**src/rtl/shifter_iter_pkg.sv**
```systemverilog
// Shared definitions for the iterative shifter and the ALU decode that issues to it.
// Holds default data/count widths, the 2-bit op encoding and the 2-bit FSM state encoding.
// Op encoding: bit 0 selects shift (1) vs rotate (0), bit 1 selects right (1) vs left (0).
package shifter_iter_pkg;

    // Default datapath geometry: WIDTH must be a power of two, CNT_W = log2(WIDTH).
    localparam int SHIFT_WIDTH = 16;
    localparam int SHIFT_CNT_W = 4;

    // Operation codes, shared with ALU decode.
    localparam logic [1:0] OP_ROL = 2'b00;
    localparam logic [1:0] OP_SLL = 2'b01;
    localparam logic [1:0] OP_ROR = 2'b10;
    localparam logic [1:0] OP_SRL = 2'b11;

    // FSM state encoding.
    localparam logic [1:0] ST_IDLE  = 2'b00;
    localparam logic [1:0] ST_SHIFT = 2'b01;
    localparam logic [1:0] ST_DONE  = 2'b10;

    // True for the zero-filling variants (SLL/SRL), false for rotates.
    function automatic logic op_is_logical(input logic [1:0] op);
        return op[0];
    endfunction

    // True for right-going variants (ROR/SRL).
    function automatic logic op_is_right(input logic [1:0] op);
        return op[1];
    endfunction

endpackage

```
**src/rtl/shifter_iter_shift_stage_var.sv**
```systemverilog
// One binary-weighted shift/rotate stage: shifts data_i by 2^k_i using op_i.
// Latency: purely combinational (0 cycles).
// Backpressure: none; the caller decides when the result is captured.
//
// Ports:
//   data_i  operand
//   op_i    operation code (ROL/SLL/ROR/SRL)
//   k_i     stage index; shift amount is 1 << k_i
//   data_o  shifted / rotated operand
module shift_stage_var
    import shifter_iter_pkg::*;
#(
    parameter int WIDTH = SHIFT_WIDTH,
    parameter int K_W   = 2
) (
    input  logic [WIDTH-1:0] data_i,
    input  logic [1:0]       op_i,
    input  logic [K_W-1:0]   k_i,
    output logic [WIDTH-1:0] data_o
);

    localparam int AW = $clog2(WIDTH);

    logic [AW-1:0]        amt;
    logic [2*WIDTH-1:0]   dbl;
    logic [2*WIDTH-1:0]   dbl_l;
    logic [2*WIDTH-1:0]   dbl_r;
    logic [WIDTH-1:0]     rol_v;
    logic [WIDTH-1:0]     ror_v;
    logic [WIDTH-1:0]     sll_v;
    logic [WIDTH-1:0]     srl_v;

    // Largest stage is WIDTH/2, which always fits in AW bits.
    assign amt = AW'(1) << k_i;

    // Rotates come from a doubled operand: bits pushed out of one copy are
    // refilled from the other, so a plain shift of the pair is a rotate.
    assign dbl   = {data_i, data_i};
    assign dbl_l = dbl << amt;
    assign dbl_r = dbl >> amt;

    assign rol_v = dbl_l[2*WIDTH-1:WIDTH];
    assign ror_v = dbl_r[WIDTH-1:0];
    assign sll_v = data_i << amt;
    assign srl_v = data_i >> amt;

    always_comb begin
        data_o = rol_v;
        if (op_is_right(op_i)) begin
            data_o = op_is_logical(op_i) ? srl_v : ror_v;
        end else begin
            data_o = op_is_logical(op_i) ? sll_v : rol_v;
        end
    end

endmodule

```
**src/rtl/shifter_iter.sv**
```systemverilog
// Multi-cycle shifter/rotator: one binary-weighted stage (1,2,4,...) resolved per clock.
// Latency: CNT_W cycles from accept edge to out_valid, independent of Cnt.
// Backpressure: result held in DONE until out_ready; in_ready only high in IDLE.
//
// Ports:
//   clk, rst_n           clock, async active-low reset
//   in_valid / in_ready  request handshake (In, Cnt, Op captured on accept)
//   In, Cnt, Op          operand, shift amount, operation code
//   out_valid/out_ready  result handshake
//   Out                  registered result; keeps last value after transfer
module shifter_iter
    import shifter_iter_pkg::*;
#(
    parameter int WIDTH = SHIFT_WIDTH,
    parameter int CNT_W = SHIFT_CNT_W
) (
    input  logic             clk,
    input  logic             rst_n,
    input  logic             in_valid,
    output logic             in_ready,
    input  logic [WIDTH-1:0] In,
    input  logic [CNT_W-1:0] Cnt,
    input  logic [1:0]       Op,
    output logic             out_valid,
    input  logic             out_ready,
    output logic [WIDTH-1:0] Out
);

    // Stage index needs to address CNT_W stages.
    localparam int             K_W    = (CNT_W > 1) ? $clog2(CNT_W) : 1;
    localparam logic [K_W-1:0] K_LAST = K_W'(CNT_W - 1);

    logic [1:0]       state_q, state_d;
    logic [K_W-1:0]   k_q,     k_d;
    logic [CNT_W-1:0] cnt_q,   cnt_d;
    logic [1:0]       op_q,    op_d;
    logic [WIDTH-1:0] data_q,  data_d;

    logic [WIDTH-1:0] stage_out;

    // Single stage datapath, reused every SHIFT cycle with a different k.
    shift_stage_var #(
        .WIDTH (WIDTH),
        .K_W   (K_W)
    ) u_stage (
        .data_i (data_q),
        .op_i   (op_q),
        .k_i    (k_q),
        .data_o (stage_out)
    );

    always_comb begin
        state_d = state_q;
        k_d     = k_q;
        cnt_d   = cnt_q;
        op_d    = op_q;
        data_d  = data_q;

        case (state_q)
            ST_IDLE: begin
                if (in_valid) begin
                    state_d = ST_SHIFT;
                    data_d  = In;
                    cnt_d   = Cnt;
                    op_d    = Op;
                    k_d     = '0;
                end
            end

            ST_SHIFT: begin
                // Stage k contributes only if bit k of the count is set; the
                // cycle is spent either way so latency never depends on Cnt.
                if (cnt_q[k_q]) begin
                    data_d = stage_out;
                end
                if (k_q == K_LAST) begin
                    state_d = ST_DONE;
                    k_d     = '0;
                end else begin
                    k_d = k_q + K_W'(1);
                end
            end

            ST_DONE: begin
                // No DONE->SHIFT bypass: a new request is taken from IDLE only.
                if (out_ready) begin
                    state_d = ST_IDLE;
                end
            end

            default: begin
                state_d = ST_IDLE;
                k_d     = '0;
            end
        endcase
    end

    always_ff @(posedge clk or negedge rst_n) begin
        if (!rst_n) begin
            state_q <= ST_IDLE;
            k_q     <= '0;
            cnt_q   <= '0;
            op_q    <= '0;
            data_q  <= '0;
        end else begin
            state_q <= state_d;
            k_q     <= k_d;
            cnt_q   <= cnt_d;
            op_q    <= op_d;
            data_q  <= data_d;
        end
    end

    assign in_ready  = (state_q == ST_IDLE);
    assign out_valid = (state_q == ST_DONE);
    // Out is not cleared on transfer; consumers qualify it with out_valid.
    assign Out       = data_q;

endmodule

```
**config.mk**
```make
export PLATFORM = sky130hd
export DESIGN_NAME = shifter_iter
export DESIGN_NICKNAME = d
export VERILOG_FILES = /design/src/rtl/shifter_iter_pkg.sv /design/src/rtl/shifter_iter_shift_stage_var.sv /design/src/rtl/shifter_iter.sv
export SDC_FILE = /design/constraint.sdc
export NUM_CORES = 1
export LEC_CHECK = 0
export ABC_CLOCK_PERIOD_IN_PS = 6200
export CORE_MARGIN = 4
export CORE_UTILIZATION = 35
export CTS_CLUSTER_SIZE = 40
export DETAILED_ROUTE_END_ITERATION = 8
export MAX_ROUTING_LAYER = met4
export PLACE_DENSITY = 0.6
export SLEW_MARGIN = 20
export SYNTH_ARGS = -nofsm -noshare
export SYNTH_HDL_FRONTEND = slang
export SYNTH_SLANG_ARGS = --single-unit
```
**constraint.sdc**
```tcl
create_clock -name clk -period 6.2 [get_ports clk]
set_input_delay 0.62 -clock clk [delete_from_list [all_inputs] [get_ports clk]]
set_output_delay 0.62 -clock clk [all_outputs]
set_load 0.01 [all_outputs]
```
==> reports/qor.txt, run 1 <==
Status = finished clean
Chip height = 108 µm
Netlist Area Pre-Place = 0.00349 mm²
RSZ-0062 raised after global routing = false
# IOs = 44
# diodes = 0
CP Buf/Inv Count = 2
Largest net degree at the start of global routing = 52
Global-route wire length before repair = 20.0 mm
CTS max path bufs = 2
CTS Root Cell = clkbuf_8
Worst setup margin = 3.17 ns
Vias per cell = 6.40
Fin area = 0.00399 mm²
Dominant synthesized flop cell = dfrtp_1
Hold Crit Class = reg -> reg
Initial Util = 35.9%
Critical Path AT = 3.20 ns
Hold Path Stages = 2
DR vias = 3575
Port bufs = 43
Die area = 0.0116 mm²
Final min period = 3.03 ns
FF+latch count, synth = 26
Drt wl/cell = 23.1 µm
Highest achievable clock rate = 330 MHz
Final setup fails = 0
Row count = 36
Worst R2R Path Depth = 9
Global Route Usage Sum = 22.7%
Post-CTS resize count = 0
Worst skew pair latency = 0.29 ns
WP data required = 6.38 ns
Final WL = 12.9 mm
Worst Setup End Kind = flip-flop
Reg2reg start = k_q[0]
Max-slew headroom = 38.8%
Critical path class = reg -> reg
Worst Skew = 0.0180 ns
Core ar. = 0.00973 mm²
Pre-CTS WS = 3.22 ns
# Post-CTS Setup Buffers = 0
H-tree depth = 1
Syn Inst Count = 416
Vias in the first global route = 3535
Filler instances = 1046
CP max stage cell = mux4_2
CP Launch Type = flip-flop
Post-route ant nets = 0
P&R area growth vs syn = 14.2%
Max_cap viols = 0
DRT Pass-1 Iters = 5
Die width = 108 µm
Post-synth cell types = 58
Worst Hold End = cnt_q[3]
Reg2reg end = Out[9]
Most used cell, CP = nand3_1
Antenna violations before repair = 0
DP Wirelength = 9.12 mm
CTS tree = done
Layout cells sized above 1 = 13.1%
Async set-reset flop share out of synthesis = 100%
Slew @ Worst Pin = 0.918 ns
Share of the yosys chip area belonging to registers = 18.6%
Grt ovf = 0
Worst path max stage delay = 0.58 ns
Delay-heaviest family, CP = multiplexers
Hold Fails Final Rpt = 0
Clock transition at the registers of the reported paths = 0.10 ns
Avg Inst Size Synth = 8.39 µm²
# DRC = 0
YS warnings = 0
Largest fanout on the critical path = 44
Sink Count = 26
Final TNS setup = 0 ns
Post-Syn Nets = 448
Number of synthesized flops with an enable pin = 0
Initial drt markers = 365
Post-DP Area = 0.00392 mm²
R2R Setup Slk = 3.17 ns
Worst min-delay path startpoint = cnt_q[3]
Nets = 459
Hold-fix buffer count after cts = 0
Final Max Slew Viols = 0
CTS Buf Count = 3
Fin crit share = 48.8%
GPL Wtd Cong = 0.994
CP Cell Sequence = inv_1 > ha_2 > buf_4 > mux4_2 > mux2i_1 > nor2_1 > or4_1 > nand3_1 > nand3_1
==> tightest hold or removal path, delay by kind of cell, from the launching register on <==
family	cells	cell delay, ns
DFF	1	0.35
and+or+nand+nor	2	0.11
==> cell usage in the layout, fill, tap and decap left out, types with 12 or more instances in the layout <==
cell type,instances
o22ai_1,12
nand3_1,13
mux2_2,23
nand2_1,51
mux4_2,12
mux2i_1,56
a21oi_1,24
o21ai_0,21
nor2_1,29
clkdlybuf4s50_1,43
dfrtp_1,26
==> registers in the layout, indices dropped and copies added, names as in the netlist <==
| signal | cells |
|---|---|
| Out | 16 |
| cnt_q | 4 |
| k_q | 2 |
| op_q | 2 |
| state_q | 2 |
==> through the flow <==
step	cells	utilization, %	hold WS [ns]
2_1_floorplan	416	-	0.324
3_3_place_gp	555	40.3	0.458
3_5_place_dp	555	40.3	0.466
4_1_cts	559	41.0	0.493
5_1_grt	559	41.0	0.525
6_report	559	41.0	0.485
==> logic make-up after synthesis <==
| kind of cell | synth area share [%] |
|---|---|
| flip-flops | 18.6 |
| multiplexers | 34.2 |
| AND/OR/NAND/NOR | 16.6 |
| adder cells (fa/ha/maj) | 2.15 |
| AO/OA/AOI/OAI | 20.7 |
| buffers and inverters | 7.63 |
==> Yosys cell counts (all sizes together), types with 2 or more instances <==
cell type | n | share of area, %
nand2b | 6 | 1.1
o311ai | 2 | 0.50
inv | 5 | 0.54
o32ai | 3 | 0.75
nor2b | 5 | 0.90
or2 | 4 | 0.72
nor2 | 30 | 3.4
a22o | 3 | 0.75
mux2 | 23 | 7.4
buf | 25 | 4.6
and2 | 3 | 0.54
o211ai | 3 | 0.64
o21a | 4 | 0.86
nor3 | 5 | 0.72
a221oi | 2 | 0.50
clkbuf | 20 | 2.2
clkinv | 3 | 0.32
mux2i | 56 | 16
a21oi | 24 | 3.4
ha | 6 | 2.1
a22oi | 3 | 0.64
mux4 | 16 | 11
o22ai | 12 | 2.1
nand2 | 51 | 5.5
a211oi | 9 | 1.9
o221ai | 5 | 1.3
a32oi | 2 | 0.50
o21ai | 21 | 3.0
nand3 | 13 | 1.9
a31oi | 6 | 1.1
dfrtp | 26 | 19
nand4 | 2 | 0.36
==> worst max-delay path by stage <==
stage / from / endpoint / slack, ns / cells past startpoint
6_report: k_q[0] / Out[9] / 3.17 / 9
5_1_grt: k_q[0] / Out[9] / 2.98 / 9
2_1_floorplan: k_q[0] / Out[9] / 3.92 / 10
3_3_place_gp: k_q[0] / Out[9] / 3.28 / 9
3_5_place_dp: k_q[0] / Out[9] / 3.22 / 9
4_1_cts: k_q[0] / Out[9] / 3.20 / 9
==> layout make-up <==
class / instances / area (µm²) / area share [%]
Clock buffer: 3 / 41.3 / 1.04
Clock inverter: 1 / 30.0 / 0.753
Inverter: 8 / 30.0 / 0.753
Multi-Input combinational cell: 337 / 2580 / 64.7
Sequential cell: 26 / 651 / 16.3
Tap cell: 133 / 166 / 4.17
Timing Repair Buffer: 51 / 490 / 12.3
==> per-layer routing <==
| layer | global-route usage, % | vias to the layer above | routed length, µm |
|---|---|---|---|
| li1 | - | 1587 | - |
| met1 | 30.2 | 1732 | 5290 |
| met2 | 35.1 | 214 | 6000 |
| met3 | 3.48 | 42 | 1130 |
| met4 | 8.03 | 0 | 491 |
| met5 | - | - | 0 |
Power of run 1 is left out: the tool's default activity adds up to more than one toggle a clock period on the data nets, which glitch-free logic cannot reach.
==> inputs of run 2 (changes only) <==
ABC_CLOCK_PERIOD_IN_PS = 3100   (was 6200)
clock period = 3.1 ns   (was 6.2 ns; I/O delays follow)
==> run 2 against run 1 <==
Net effect:
- via count rose by 3.5%
- highest routed layer unchanged
- worst setup slack got worse by 2.9 ns
- non-clock buffer count rose by 14
- clock skew fell by 0.0093 ns
- core utilization rose by 1.3 points
- hold slack got worse by 0.072 ns
- critical path depth did not move
==> reports/qor.txt, run 2 (same netlist as run 1, synthesis figures left out) <==
Worst skew pair latency = 0.30 ns (about the same)
Hold Crit Class = in -> async
Antenna violations before repair = 0 (unchanged)
Post-route ant nets = 0 (unchanged)
Largest net degree at the start of global routing = 37 (-29%)
Met1 usage = 33.4% (+3.3 points)
CTS Buf Count = 3 (unchanged)
Filler instances = 982 (-6.1%)
Slew @ Worst Pin = 0.783 ns (-0.135 ns)
Initial drt markers = 485 (+33%)
GR Util met2 = 36.0% (+0.89 points)
GR peak layer = met2
Critical path class = reg -> reg
Final min period = 2.79 ns (-0.235 ns)
Clock transition at the registers of the reported paths = 0.12 ns (+0.02 ns)
Max reg flops = 16 (unchanged)
Reg area = 651 µm² (unchanged)
CTS Root Cell = clkbuf_8
M3 GR Usage = 4.80% (+1.3 points)
Final TNS setup = 0 ns (unchanged)
GPL Wtd Cong = 0.979 (-1.5%)
DR vias = 3701 (+3.5%)
Status = finished clean
Die width = 108 µm (unchanged)
Multi-input gate area = 0.00258 mm² (unchanged)
Sink Count = 26 (unchanged)
DP Wirelength = 9.64 mm (+5.8%)
Max_cap viols = 0 (unchanged)
Final WL = 13.7 mm (+6.3%)
CP Launch Type = flip-flop
Vias per cell = 6.46 (+1.0%)
# diodes = 0 (unchanged)
Port bufs = 43 (unchanged)
Initial Util = 35.9% (unchanged)
Drt wl/cell = 24.0 µm (+3.7%)
Chip height = 108 µm (unchanged)
Critical Path AT = 2.97 ns (-0.23 ns)
Commonest non-fill, non-tap cell in the layout = mux2i_1
Core ar. = 0.00973 mm² (unchanged)
Highest achievable clock rate = 358 MHz (+8.4%)
Final setup fails = 0 (unchanged)
Final Max Slew Viols = 0 (unchanged)
Hold Fails Final Rpt = 0 (unchanged)
# Post-CTS Setup Buffers = 0 (unchanged)
Vias in the first global route = 3579 (+1.2%)
Hold-fix buffer count after cts = 0 (unchanged)
Row count = 36 (unchanged)
CTS tree = done
Fin crit share = 90.1% (+41 points)
CTS max path bufs = 2 (unchanged)
Global-route wire length before repair = 21.5 mm (+7.3%)
Worst Setup End Kind = flip-flop
# IOs = 44 (unchanged)
Global Route Usage Sum = 24.7% (+2.0 points)
P&R area growth vs syn = 18.0%
Max-slew headroom = 47.8% (+9.0 points)
RSZ-0062 raised after global routing = false
H-tree depth = 1 (unchanged)
DRT Pass-1 Iters = 5 (unchanged)
Most frequent cells in the layout = mux2i_1, nand2_1, clkdlybuf4s50_1
WP data required = 3.28 ns (-3.10 ns)
Largest fanout on the critical path = 22 (-50%)
Layout cells sized above 1 = 15.9% (+2.8 points)
Worst Skew = 0.00874 ns (-0.00929 ns)
# DRC = 0 (unchanged)
Post-CTS resize count = 0 (unchanged)
Grt ovf = 0 (unchanged)
Die area = 0.0116 mm² (unchanged)
Nets = 473 (+3.1%)
run 2: worst max-delay path: stages, from the launching register on:
cell,delay [ns]
dfrtp_1,0.47
inv_1,0.16
ha_2,0.47
buf_12,0.25
mux2i_1,0.49
nand2_1,0.15
a32oi_1,0.29
a221oi_1,0.14
nand3_1,0.17
nand3_1,0.08
run 2: metrics by stage:
| stage | utilization (%) | setup WS [ns] | instances | instance area [µm²] | hold WS [ns] |
|---|---|---|---|---|---|
| after detailed placement | 41.6 | 0.405 | 569 | 4050 | 0.462 |
| after global placement | 41.6 | 0.396 | 569 | 4050 | 0.463 |
| final | 42.3 | 0.308 | 573 | 4120 | 0.413 |
| after CTS | 42.3 | 0.377 | 573 | 4120 | 0.450 |
| after global routing | 42.3 | 0.102 | 573 | 4120 | 0.468 |
| after floorplan | - | 0.822 | 416 | 3490 | 0.0144 |
run 2: worst paths after layout:
kind	start	to	slack, ns	depth (start not counted)
max	k_q[1]	Out[13]	0.31	9
min	rst_n	Out[5]	0.41	2
max reg2reg	k_q[1]	Out[13]	0.31	9
min reg2reg	cnt_q[3]	cnt_q[3]	0.49	2
max in group asynchronous	rst_n	op_q[0]	2.39	2
min in group clk	cnt_q[3]	cnt_q[3]	0.49	2
run 2: area by class of cell:
class,count,area share [%]
Clock buffer,3,1.00
Inverter,8,0.729
Sequential cell,26,15.8
Multi-Input combinational cell,337,62.6
Tap cell,133,4.04
Timing Repair Buffer,65,15.1
Clock inverter,1,0.729
run 2: layer usage:
| metal | up-vias | routed length, µm | part of all wire [%] |
|---|---|---|---|
| li1 | 1612 | - | - |
| met1 | 1733 | 5560 | 40 |
| met2 | 293 | 5960 | 43 |
| met3 | 63 | 1560 | 11 |
| met4 | 0 | 660 | 4.8 |
| met5 | - | 0 | 0 |
Power of run 2 is left out for the same reason.
==> inputs of run 3 (changes only) <==
HOLD_SLACK_MARGIN = 0.03   (was not set)
RECOVER_POWER = 100   (was not set)
==> run 3 against run 2 <==
Net effect:
- die area did not move
- the run now ends with capacitance limit, slew limit left
- maximum frequency is 0.71% lower
- flip-flop and latch count unchanged
- highest routed layer unchanged
- non-clock buffer count stayed put
- cell area fell by 0.30%
- final cell count unchanged
- clock-buffer cell count stayed put
- critical path type unchanged
- critical endpoint unchanged
- via count is 0.51% higher
- first-iteration DRC count fell by 11%
==> reports/qor.txt, run 3 (same netlist as run 1, synthesis figures left out) <==
Status = complete, but fails checks
Failing checks = capacitance limit, slew limit
Die area = 0.0116 mm² (unchanged)
RSZ-0062 raised after global routing = false
Vias in the first global route = 3579 (unchanged)
Clock transition at the registers of the reported paths = 0.10 ns (-0.02 ns)
CP Buf/Inv Count = 2 (unchanged)
Max_cap viols = 1 (+1)
Worst Setup End Kind = flip-flop
Largest net degree at the start of global routing = 37 (unchanged)
Max reg flops = 16 (unchanged)
WP data required = 3.28 ns (about the same)
R2R Setup Slk = 0.29 ns (-0.02 ns)
DRT Pass-1 Iters = 5 (unchanged)
Worst path max stage delay = 0.51 ns (+0.02 ns)
Vias per cell = 6.49 (+0.51%)
Final hold slack = 0.493 ns (+0.0801 ns)
Setup crit start = k_q[1]
# IOs = 44 (unchanged)
Critical Path AT = 2.99 ns (+0.02 ns)
CTS Buf Count = 3 (unchanged)
Slew @ Worst Pin = 1.70 ns (+0.917 ns)
CTS Root Cell = clkbuf_8
Global-route wire length before repair = 21.5 mm (unchanged)
Final setup fails = 0 (unchanged)
Port bufs = 43 (unchanged)
Antenna violations before repair = 0 (unchanged)
Die width = 108 µm (unchanged)
Final min period = 2.81 ns (+0.0199 ns)
Hold-fix buffer count after cts = 0 (unchanged)
Global Route Usage Sum = 24.7% (unchanged)
Max-slew headroom = -13.3% (-61 points)
DR vias = 3720 (+0.51%)
Layout cells sized above 1 = 14.3% (-1.6 points)
Highest achievable clock rate = 356 MHz (-0.71%)
Largest fanout on the critical path = 22 (unchanged)
CP Launch Type = flip-flop
GPL Wtd Cong = 0.979 (unchanged)
Initial Util = 35.9% (unchanged)
Commonest non-fill, non-tap cell in the layout = mux2i_1
# diodes = 0 (unchanged)
CP Cell Sequence = inv_1 > ha_2 > buf_12 > mux2i_1 > nand2_1 > a32oi_1 > a221oi_1 > nand3_1 > nand3_1
Reg2reg end = Out[13]
Worst Skew = 0.0115 ns (+0.00276 ns)
CTS tree = done
Initial drt markers = 432 (-11%)
CTS max path bufs = 2 (unchanged)
Most used cell, CP = nand3_1
Delay-heaviest family, CP = multiplexers
Most frequent cells in the layout = mux2i_1, nand2_1, nor2_1
Grt ovf = 0 (unchanged)
Hold Fails Final Rpt = 0 (unchanged)
Worst R2R Path Depth = 9 (unchanged)
Worst setup margin = 0.288 ns (-0.0199 ns)
DP Wirelength = 9.64 mm (unchanged)
Worst skew pair latency = 0.29 ns (about the same)
Fin crit share = 90.7% (+0.64 points)
CP max stage cell = mux2i_1
Post-DP Area = 0.00405 mm² (unchanged)
Worst path depth = 9 (unchanged)
Chip height = 108 µm (unchanged)
Pre-CTS WS = 0.405 ns (unchanged)
# DRC = 0 (unchanged)
Final Max Slew Viols = 27 (+27)
# Post-CTS Setup Buffers = 0 (unchanged)
H-tree depth = 1 (unchanged)
Post-route ant nets = 0 (unchanged)
Hold Crit Class = reg -> reg
Reg2reg start = k_q[1]
Critical path class = reg -> reg
Drt wl/cell = 24.0 µm (+0.24%)
Critical Path End = Out[13]
Final TNS setup = 0 ns (unchanged)
Post-CTS resize count = 0 (unchanged)
Fin area = 0.00411 mm² (-0.30%)
Core ar. = 0.00973 mm² (unchanged)
Sink Count = 26 (unchanged)
Final WL = 13.8 mm (+0.24%)
P&R area growth vs syn = 17.6%
Row count = 36 (unchanged)
Nets = 473 (unchanged)
==> run 3: layout make-up <==
type / count / area, µm²
multi-input combinational: 337 / 2580
timing repair buffer: 65 / 611
sequential: 26 / 651
inverter: 8 / 30.0
clock buffer: 3 / 41.3
clock inverter: 1 / 30.0
tap: 133 / 166
fill: 984 / 5620
==> run 3: routing by layer <==
metal  global-route usage, %  share of wire (%)
met1                    33.4                 40
met2                    36.0                 44
met3                    4.80                 11
met4                    10.4                5.0
met5                       -                  0
==> run 3: through the flow <==
| stage | instances | utilization (%) |
|---|---|---|
| after floorplan | 416 | - |
| after global placement | 569 | 41.6 |
| after detailed placement | 569 | 41.6 |
| after CTS | 573 | 42.3 |
| after global routing | 573 | 42.2 |
| final | 573 | 42.2 |
==> run 3: worst min path at each step <==
stage	from	to	slack, ns	cells past startpoint
3_3_place_gp	cnt_q[2]	cnt_q[2]	0.46	2
5_1_grt	cnt_q[3]	cnt_q[3]	0.51	2
6_report	cnt_q[3]	cnt_q[3]	0.49	2
2_1_floorplan	rst_n	Out[0]	0.01	0
3_5_place_dp	cnt_q[3]	cnt_q[3]	0.46	2
4_1_cts	rst_n	Out[5]	0.45	2
==> run 3: worst reg2reg max path: cells and delay by family (launching register included) <==
| kind | cells | cell delay, ns |
|---|---|---|
| adders and majority gates | 1 | 0.47 |
| and+or+nand+nor | 3 | 0.39 |
| DFF | 1 | 0.46 |
| buffers and inverters | 2 | 0.41 |
| AOI/OAI and AO/OA | 2 | 0.44 |
| muxes | 1 | 0.52 |
Power of run 3 is left out for the same reason.
